--- src/rtl/fp_arb_pkg.sv ---
// rtl/fp_arb_pkg.sv - shared defaults and types for the float unit arbiter
package fp_arb_pkg;

  localparam int DEF_NUM_REQ      = 4;
  localparam int DEF_SIZE         = 32;
  localparam int DEF_MAX_INFLIGHT = 8;

  typedef logic [$clog2(DEF_NUM_REQ)-1:0] tag_t;

  typedef enum logic {
    ARB_OPEN   = 1'b0,
    ARB_LOCKED = 1'b1
  } arb_state_e;

  function automatic int tag_width(input int n);
    return (n > 1) ? $clog2(n) : 1;
  endfunction

endpackage

--- src/rtl/fp_unit_arbiter_tag_fifo.sv ---
// rtl/fp_unit_arbiter_tag_fifo.sv - in-order FIFO of requester tags for issued operations
module tag_fifo #(
  parameter int DEPTH = 8,
  parameter int WIDTH = 2
) (
  input  logic             aclk,
  input  logic             aresetn,
  input  logic             push_i,
  input  logic             pop_i,
  input  logic [WIDTH-1:0] din_i,
  output logic             full_o,
  output logic             empty_o,
  output logic [WIDTH-1:0] head_o
);

  localparam int PTR_W = (DEPTH > 1) ? $clog2(DEPTH) : 1;

  logic [WIDTH-1:0] mem_q [DEPTH];
  logic [PTR_W-1:0] wr_ptr_q, wr_ptr_d;
  logic [PTR_W-1:0] rd_ptr_q, rd_ptr_d;
  logic [PTR_W:0]   count_q, count_d;
  logic             do_push, do_pop;

  function automatic logic [PTR_W-1:0] bump(input logic [PTR_W-1:0] p);
    return (p == PTR_W'(DEPTH - 1)) ? '0 : p + PTR_W'(1);
  endfunction

  assign full_o  = (count_q == (PTR_W + 1)'(DEPTH));
  assign empty_o = (count_q == '0);
  assign head_o  = mem_q[rd_ptr_q];
  assign do_push = push_i & ~full_o;
  assign do_pop  = pop_i & ~empty_o;

  always_comb begin
    wr_ptr_d = do_push ? bump(wr_ptr_q) : wr_ptr_q;
    rd_ptr_d = do_pop ? bump(rd_ptr_q) : rd_ptr_q;
    count_d  = count_q;
    if (do_push && !do_pop) begin
      count_d = count_q + (PTR_W + 1)'(1);
    end else if (!do_push && do_pop) begin
      count_d = count_q - (PTR_W + 1)'(1);
    end
  end

  always_ff @(posedge aclk) begin
    if (!aresetn) begin
      wr_ptr_q <= '0;
      rd_ptr_q <= '0;
      count_q  <= '0;
    end else begin
      wr_ptr_q <= wr_ptr_d;
      rd_ptr_q <= rd_ptr_d;
      count_q  <= count_d;
    end
  end

  // Storage needs no reset: entries are only read while the count says they are valid.
  always_ff @(posedge aclk) begin
    if (do_push) begin
      mem_q[wr_ptr_q] <= din_i;
    end
  end

endmodule

--- src/rtl/fp_unit_arbiter.sv ---
// rtl/fp_unit_arbiter.sv - round-robin sharing of one pipelined float unit among requesters
module fp_unit_arbiter #(
  parameter int NUM_REQ      = fp_arb_pkg::DEF_NUM_REQ,
  parameter int SIZE         = fp_arb_pkg::DEF_SIZE,
  parameter int MAX_INFLIGHT = fp_arb_pkg::DEF_MAX_INFLIGHT
) (
  input  logic                    aclk,
  input  logic                    aresetn,
  input  logic [NUM_REQ*SIZE-1:0] req_tdata,
  input  logic [NUM_REQ-1:0]      req_tvalid,
  output logic [NUM_REQ-1:0]      req_tready,
  output logic [SIZE-1:0]         m_axis_a_tdata,
  output logic                    m_axis_a_tvalid,
  input  logic                    m_axis_a_tready,
  input  logic [SIZE-1:0]         s_axis_result_tdata,
  input  logic                    s_axis_result_tvalid,
  output logic                    s_axis_result_tready,
  output logic [NUM_REQ*SIZE-1:0] rsp_tdata,
  output logic [NUM_REQ-1:0]      rsp_tvalid,
  input  logic [NUM_REQ-1:0]      rsp_tready,
  output logic                    err_orphan
);

  import fp_arb_pkg::*;

  localparam int TAG_W = tag_width(NUM_REQ);

  arb_state_e       state_q, state_d;
  logic [TAG_W-1:0] rr_ptr_q, rr_ptr_d;
  logic [TAG_W-1:0] lock_idx_q, lock_idx_d;
  logic             err_orphan_q, err_orphan_d;

  logic [TAG_W-1:0] grant_idx;
  logic             grant_vld;
  logic [TAG_W-1:0] head_tag;
  logic             head_ready;
  logic             fifo_full, fifo_empty;
  logic             issue, res_hs, pop, orphan;

  // A stalled grant stays put; otherwise search upward from rr_ptr, then wrap below it.
  always_comb begin
    grant_vld = 1'b0;
    grant_idx = lock_idx_q;
    if (state_q == ARB_LOCKED) begin
      grant_vld = 1'b1;
    end else if (!fifo_full) begin
      for (int i = 0; i < NUM_REQ; i++) begin
        if (!grant_vld && req_tvalid[i] && (TAG_W'(i) >= rr_ptr_q)) begin
          grant_vld = 1'b1;
          grant_idx = TAG_W'(i);
        end
      end
      for (int i = 0; i < NUM_REQ; i++) begin
        if (!grant_vld && req_tvalid[i] && (TAG_W'(i) < rr_ptr_q)) begin
          grant_vld = 1'b1;
          grant_idx = TAG_W'(i);
        end
      end
    end
  end

  always_comb begin
    m_axis_a_tdata = '0;
    for (int i = 0; i < NUM_REQ; i++) begin
      if (grant_idx == TAG_W'(i)) begin
        m_axis_a_tdata = req_tdata[i*SIZE +: SIZE];
      end
    end
  end

  assign m_axis_a_tvalid = aresetn & grant_vld;
  assign issue           = m_axis_a_tvalid & m_axis_a_tready;

  always_comb begin
    req_tready = '0;
    for (int i = 0; i < NUM_REQ; i++) begin
      req_tready[i] = issue & (grant_idx == TAG_W'(i));
    end
  end

  // Results come back in issue order, so the FIFO head names the owner.
  always_comb begin
    head_ready = 1'b0;
    rsp_tvalid = '0;
    for (int i = 0; i < NUM_REQ; i++) begin
      if (head_tag == TAG_W'(i)) begin
        head_ready    = rsp_tready[i];
        rsp_tvalid[i] = aresetn & ~fifo_empty & s_axis_result_tvalid;
      end
    end
  end

  assign s_axis_result_tready = aresetn & (fifo_empty | head_ready);
  assign res_hs               = s_axis_result_tvalid & s_axis_result_tready;
  assign pop                  = res_hs & ~fifo_empty;
  assign orphan               = res_hs & fifo_empty;
  assign rsp_tdata            = {NUM_REQ{s_axis_result_tdata}};
  assign err_orphan           = err_orphan_q;

  always_comb begin
    state_d      = (m_axis_a_tvalid && !m_axis_a_tready) ? ARB_LOCKED : ARB_OPEN;
    lock_idx_d   = grant_idx;
    rr_ptr_d     = rr_ptr_q;
    err_orphan_d = err_orphan_q | orphan;
    if (issue) begin
      rr_ptr_d = (grant_idx == TAG_W'(NUM_REQ - 1)) ? '0 : grant_idx + TAG_W'(1);
    end
  end

  always_ff @(posedge aclk) begin
    if (!aresetn) begin
      state_q      <= ARB_OPEN;
      lock_idx_q   <= '0;
      rr_ptr_q     <= '0;
      err_orphan_q <= 1'b0;
    end else begin
      state_q      <= state_d;
      lock_idx_q   <= lock_idx_d;
      rr_ptr_q     <= rr_ptr_d;
      err_orphan_q <= err_orphan_d;
    end
  end

  tag_fifo #(
    .DEPTH (MAX_INFLIGHT),
    .WIDTH (TAG_W)
  ) u_tag_fifo (
    .aclk    (aclk),
    .aresetn (aresetn),
    .push_i  (issue),
    .pop_i   (pop),
    .din_i   (grant_idx),
    .full_o  (fifo_full),
    .empty_o (fifo_empty),
    .head_o  (head_tag)
  );

endmodule

--- config.mk ---
export PLATFORM = sky130hd
export DESIGN_NAME = fp_unit_arbiter
export DESIGN_NICKNAME = d
export VERILOG_FILES = /design/src/rtl/fp_arb_pkg.sv /design/src/rtl/fp_unit_arbiter_tag_fifo.sv /design/src/rtl/fp_unit_arbiter.sv
export SDC_FILE = /design/constraint.sdc
export NUM_CORES = 1
export LEC_CHECK = 0
export ABC_CLOCK_PERIOD_IN_PS = 9500
export BUFFER_PORTS_ARGS = -buffer_cell sky130_fd_sc_hd__buf_2
export CAP_MARGIN = 10
export CORE_AREA = 2 2 135 137
export CTS_CLUSTER_DIAMETER = 80
export CTS_CLUSTER_SIZE = 40
export DETAILED_ROUTE_END_ITERATION = 10
export DIE_AREA = 0 0 137 139
export PLACE_DENSITY = 0.54
export SETUP_SLACK_MARGIN = 0.02
export SLEW_MARGIN = 20
export SYNTH_ARGS = -nofsm -noshare
export SYNTH_HDL_FRONTEND = slang
export SYNTH_HIERARCHICAL = 1
export SYNTH_SLANG_ARGS = --single-unit
export TNS_END_PERCENT = 10
--- constraint.sdc ---
create_clock -name aclk -period 9.5 [get_ports aclk]
set_clock_uncertainty 0.1 [all_clocks]
set_input_delay 1.425 -clock aclk [delete_from_list [all_inputs] [get_ports aclk]]
set_output_delay 1.425 -clock aclk [all_outputs]
set_load 0.005 [all_outputs]
==> results list <==
- Global routing used approximately 4.6% of the available met3 tracks.
- Clock power frac: around 15%
- Buffer count from post-CTS setup fixing: 0
- The tool flagged a number of max-cap violations equal to 0.
- In this run the static leakage power is 0.00182 uW.
- Post-DR wirelength/cell: roughly 14 um
* Post-synthesis xor/xnor area fraction: 0.473%
- The worst setup path is launched from an input port.
- Clock latency on the worst-skew pair, taken at its later pin, is about 0.27 ns.
- The number of antenna diodes in the final layout is 0.
- Met1 usage: between 10% and 20%
* Combinational share of power: between 60% and 70%
- Setup violations remaining at the end of the flow were counted as 0.
- Outcome: complete, no violations
- Die width: approximately 140 um
* Unrepaired setup endpoints after global routing: false
- Mux contribution to synthesized area: 4.73%
- The smallest clock period supported by the final layout is computed as 6.29 ns.
* Int Power: 564 uW
- Setup slack closes at ~3.2 ns.
- Actual slew at the worst max-slew pin: slightly below 0.7 ns
- Clock H-tree levels: 2
- The detail route stage leaves a number of antenna-violating nets equal to 0.
* Main combinational cell family by area after synthesis: buffers and inverters
- Switching part of the total: 45.9%
- The number of slew-limit violations in the final report is 0.
- roughly 340 I/O pins were placed.
- Layout area overhead: 8.38%
- The number of different library cells used by synthesis comes to slightly above 50.
- At the worst endpoint, the arrival time is about 4.8 ns.
* Wire length reported by the detailed router: ~10000 um
* Die extent in y: ~140 um
- In this run the worst path has a maximum fanout of 35.
- Total Neg Setup Slack: 0 ns
- The synthesized netlist devotes between 20% and 30% of its cell area to compound gates.
* Drt first pass iters: 5
- Root buffer cell: sky130_fd_sc_hd__clkbuf_16
- Layer with the highest usage after global routing: met2
* Setup CP Type: input port to primary output
- Post-synthesis sequential element count: 35
- Die Area: around 19000 um2
- The via count of the first global-routing pass was 3047.
- Final hold violation count: 0
- The post-route netlist has approximately two fifths of its cells at a drive strength greater than 1.
- Clk buf depth: 2
- In this run the core area contains between 40 and 50 standard-cell rows.
* IO Port Bufs: roughly 180
- After clock tree synthesis, the clock-pin slew on the worst setup and hold paths is 0.05 ns.
* Leftover overflow at the end of global routing: 0
- Cell count after synthesis: around 480
* Antenna violations before repair: 0
- Post-synthesis simple-gate area fraction: between 10% and 20%
* Number of DRC markers in iteration 0: 127
* Sequential share of power: between 20% and 30%
- Sequential cell area fraction in the yosys report: a little under a quarter
- TritonCTS clock tree: done
* Fraction of the mapped netlist area in adder cells: 4.26%
- Yosys warns: 6
- Post-synth net total: approximately 660
- Effective utilization at floorplan: between 20% and 30%
* Core footprint: 17700 um2
- Req. time, crit path: roughly 8 ns
- The detailed router placed roughly 3200 vias in this run.
- Hold/Removal Path Class: register to register
* Number of enable flip-flop cells after synthesis: 16
* Post-route DRC violation count: 0
* Number of buffers inserted during clock tree synthesis: 5
- For met2 alone, demand over resource in global routing was 17.1%.
- At the end of routability-driven placement, the weighted congestion stood at between 0.7 and 0.8.
- Pwr Density: roughly 260 nW/um2
- Netlist Area Pre-Place: 3700 um2
- Global-route wire length before repair: between 15000 and 20000 um
* Critical Path Sink Type: primary output
- Final period util: between 60% and 70%
- For this design the total switching power over the nets is ~480 uW.
- After clock tree synthesis, the repair step resized 0 gates.
- Upper clock frequency limit: 159 MHz
* Maximum number of pins on one net before global-route repair: 66
- In this run the tightest slew margin relative to its limit is between 50% and 60%.
* Sink Count: 35
- In the global route stage, overall resource usage came out at 10.4%.
- Placed wire-length estimate after detailed placement: 7910 um
- VDD sags by at most approximately 130 uV.
- Counting flops with an async set or reset pin after synthesis yields a share of 0%.
- Post-CTS Hold Buffers: 0
- Drt via density: 4.31
* Mean Syn Cell Area: between 7 and 8 um2
* Total number of nets in the final design: 702
* DP Worst Slack: 3.25 ns
- The most used flip-flop cell after synthesis is sky130_fd_sc_hd__dfxtp_1.
==> cells in the mapped netlist, types with 2 or more instances <==
| library cell | count | area share, % |
|---|---|---|
| sky130_fd_sc_hd__a21boi_0 | 2 | 0.41 |
| sky130_fd_sc_hd__nor2b_1 | 8 | 1.4 |
| sky130_fd_sc_hd__nand2b_1 | 7 | 1.2 |
| sky130_fd_sc_hd__buf_4 | 128 | 26 |
| sky130_fd_sc_hd__nor2_1 | 43 | 4.4 |
| sky130_fd_sc_hd__nand3_1 | 3 | 0.41 |
| sky130_fd_sc_hd__buf_1 | 2 | 0.20 |
| sky130_fd_sc_hd__a22oi_1 | 32 | 6.5 |
| sky130_fd_sc_hd__ha_1 | 11 | 3.7 |
| sky130_fd_sc_hd__nor3b_1 | 2 | 0.41 |
| sky130_fd_sc_hd__o21ai_0 | 36 | 4.9 |
| sky130_fd_sc_hd__a21oi_1 | 40 | 5.4 |
| sky130_fd_sc_hd__xnor2_1 | 2 | 0.47 |
| sky130_fd_sc_hd__mux4_2 | 5 | 3.0 |
| sky130_fd_sc_hd__nand3b_1 | 2 | 0.41 |
| sky130_fd_sc_hd__nor3_1 | 6 | 0.81 |
| sky130_fd_sc_hd__mux2i_1 | 4 | 1.1 |
| sky130_fd_sc_hd__edfxtp_1 | 16 | 13 |
| sky130_fd_sc_hd__dfxtp_1 | 19 | 10 |
| sky130_fd_sc_hd__nand2_1 | 44 | 4.5 |
| sky130_fd_sc_hd__and2_1 | 2 | 0.34 |
| sky130_fd_sc_hd__nor4_1 | 3 | 0.51 |
| sky130_fd_sc_hd__inv_1 | 10 | 1.0 |
| sky130_fd_sc_hd__mux2_2 | 2 | 0.61 |
| sky130_fd_sc_hd__and3_1 | 5 | 0.84 |
| sky130_fd_sc_hd__clkbuf_1 | 20 | 2.0 |
==> final cells by class <==
class                   instances  area, um2
clock buffers                   6        129
clock inverters                 2       8.76
fillers                      1988      13600
inverters                      10       37.5
multi-input cells             281       1760
flip-flops and latches         35        861
well taps                     229        287
repair buffers                185        933
==> critical path, stage by stage <==
cell and delay [ns]:
sky130_fd_sc_hd__buf_2 0.12, sky130_fd_sc_hd__nand2b_1 0.15, sky130_fd_sc_hd__o41a_1 0.38, sky130_fd_sc_hd__o31a_1 0.13, sky130_fd_sc_hd__a21oi_1 0.32, sky130_fd_sc_hd__inv_1 0.26
sky130_fd_sc_hd__ha_1 0.26, sky130_fd_sc_hd__buf_4 0.26, sky130_fd_sc_hd__nor2b_2 0.14, sky130_fd_sc_hd__buf_4 0.34, sky130_fd_sc_hd__a22oi_1 0.12, sky130_fd_sc_hd__nor2_1 0.17
sky130_fd_sc_hd__a21oi_1 0.05, sky130_fd_sc_hd__o21ai_0 0.40, sky130_fd_sc_hd__buf_2 0.20
==> final timing paths <==
path | slack, ns | start | endpoint | cells after the start
min | 0.36 | err_orphan | err_orphan | 2
max | 3.21 | req_tvalid[1] | m_axis_a_tdata[23] | 15
max reg2reg | 5.89 | register | u_tag_fifo/count_q[3] | 12
min reg2reg | 0.36 | err_orphan | err_orphan | 2
==> per-stage QoR <==
stage | hold slack (ns) | util, % | power [uW] | std cells | area (um2)
floorplan | 0.360 | - | 677 | 479 | 3700
finish | 0.363 | 22.7 | 1040 | 748 | 4020
global placement | 0.352 | 21.9 | 892 | 740 | 3870
global route | 0.408 | 22.7 | 1150 | 748 | 4020
CTS | 0.374 | 22.7 | 1050 | 748 | 4010
detailed placement | 0.360 | 21.9 | 891 | 740 | 3870
==> state kept, by name, indices dropped and copies added, names as in the netlist, named ones only <==
| register | flops |
|---|---|
| u_tag_fifo/mem_q | 16 |
| u_tag_fifo/count_q | 4 |
| u_tag_fifo/rd_ptr_q | 3 |
| u_tag_fifo/wr_ptr_q | 3 |
| lock_idx_q | 2 |
| rr_ptr_q | 2 |
| err_orphan | 1 |
| state_q | 1 |
==> routing by layer <==
layer / wire, um / vias up / part of all wire, %
li1: - / 1607 / -
met1: 4160 / 1401 / 41
met2: 4770 / 207 / 47
met3: 1160 / 7 / 11
met4: 106 / 0 / 1.0
met5: 0 / - / 0
==> cells by family after synthesis <==
group / count (synthesis)
AO/OA/AOI/OAI: 125
XOR/XNOR: 2
adder cells (fa/ha/maj): 12
buffers and inverters: 163
flip-flops: 35
multiplexers: 11
AND/OR/NAND/NOR: 131
==> cells in the final DEF, fill, tap and decap left out, types with 2 or more instances in the layout <==
| cell type | n |
|---|---|
| sky130_fd_sc_hd__a21boi_0 | 2 |
| sky130_fd_sc_hd__a21oi_1 | 40 |
| sky130_fd_sc_hd__a22oi_1 | 32 |
| sky130_fd_sc_hd__and2_1 | 2 |
| sky130_fd_sc_hd__and3_1 | 5 |
| sky130_fd_sc_hd__buf_2 | 182 |
| sky130_fd_sc_hd__buf_4 | 3 |
| sky130_fd_sc_hd__clkbuf_16 | 5 |
| sky130_fd_sc_hd__dfxtp_1 | 19 |
| sky130_fd_sc_hd__edfxtp_1 | 16 |
| sky130_fd_sc_hd__ha_1 | 9 |
| sky130_fd_sc_hd__inv_1 | 10 |
| sky130_fd_sc_hd__mux2_2 | 2 |
| sky130_fd_sc_hd__mux2i_1 | 4 |
| sky130_fd_sc_hd__mux4_2 | 5 |
| sky130_fd_sc_hd__nand2_1 | 44 |
| sky130_fd_sc_hd__nand2b_1 | 7 |
| sky130_fd_sc_hd__nand3_1 | 3 |
| sky130_fd_sc_hd__nand3b_1 | 2 |
| sky130_fd_sc_hd__nor2_1 | 43 |
| sky130_fd_sc_hd__nor2b_1 | 7 |
| sky130_fd_sc_hd__nor3_1 | 6 |
| sky130_fd_sc_hd__nor3b_1 | 2 |
| sky130_fd_sc_hd__nor4_1 | 3 |
| sky130_fd_sc_hd__o21ai_0 | 36 |
| sky130_fd_sc_hd__xnor2_1 | 2 |
==> power by group through the flow <==
| stage | clock network, uW | registers (uW) | logic [uW] |
|---|---|---|---|
| 4_1_cts | 157 | 209 | 682 |
| 3_3_place_gp | 0 | 213 | 680 |
| 5_1_grt | 161 | 213 | 773 |
| 3_5_place_dp | 0 | 212 | 679 |
| 2_1_floorplan | 0 | 204 | 473 |
| 6_report | 152 | 209 | 682 |
Power figures use the tool's default switching activity.
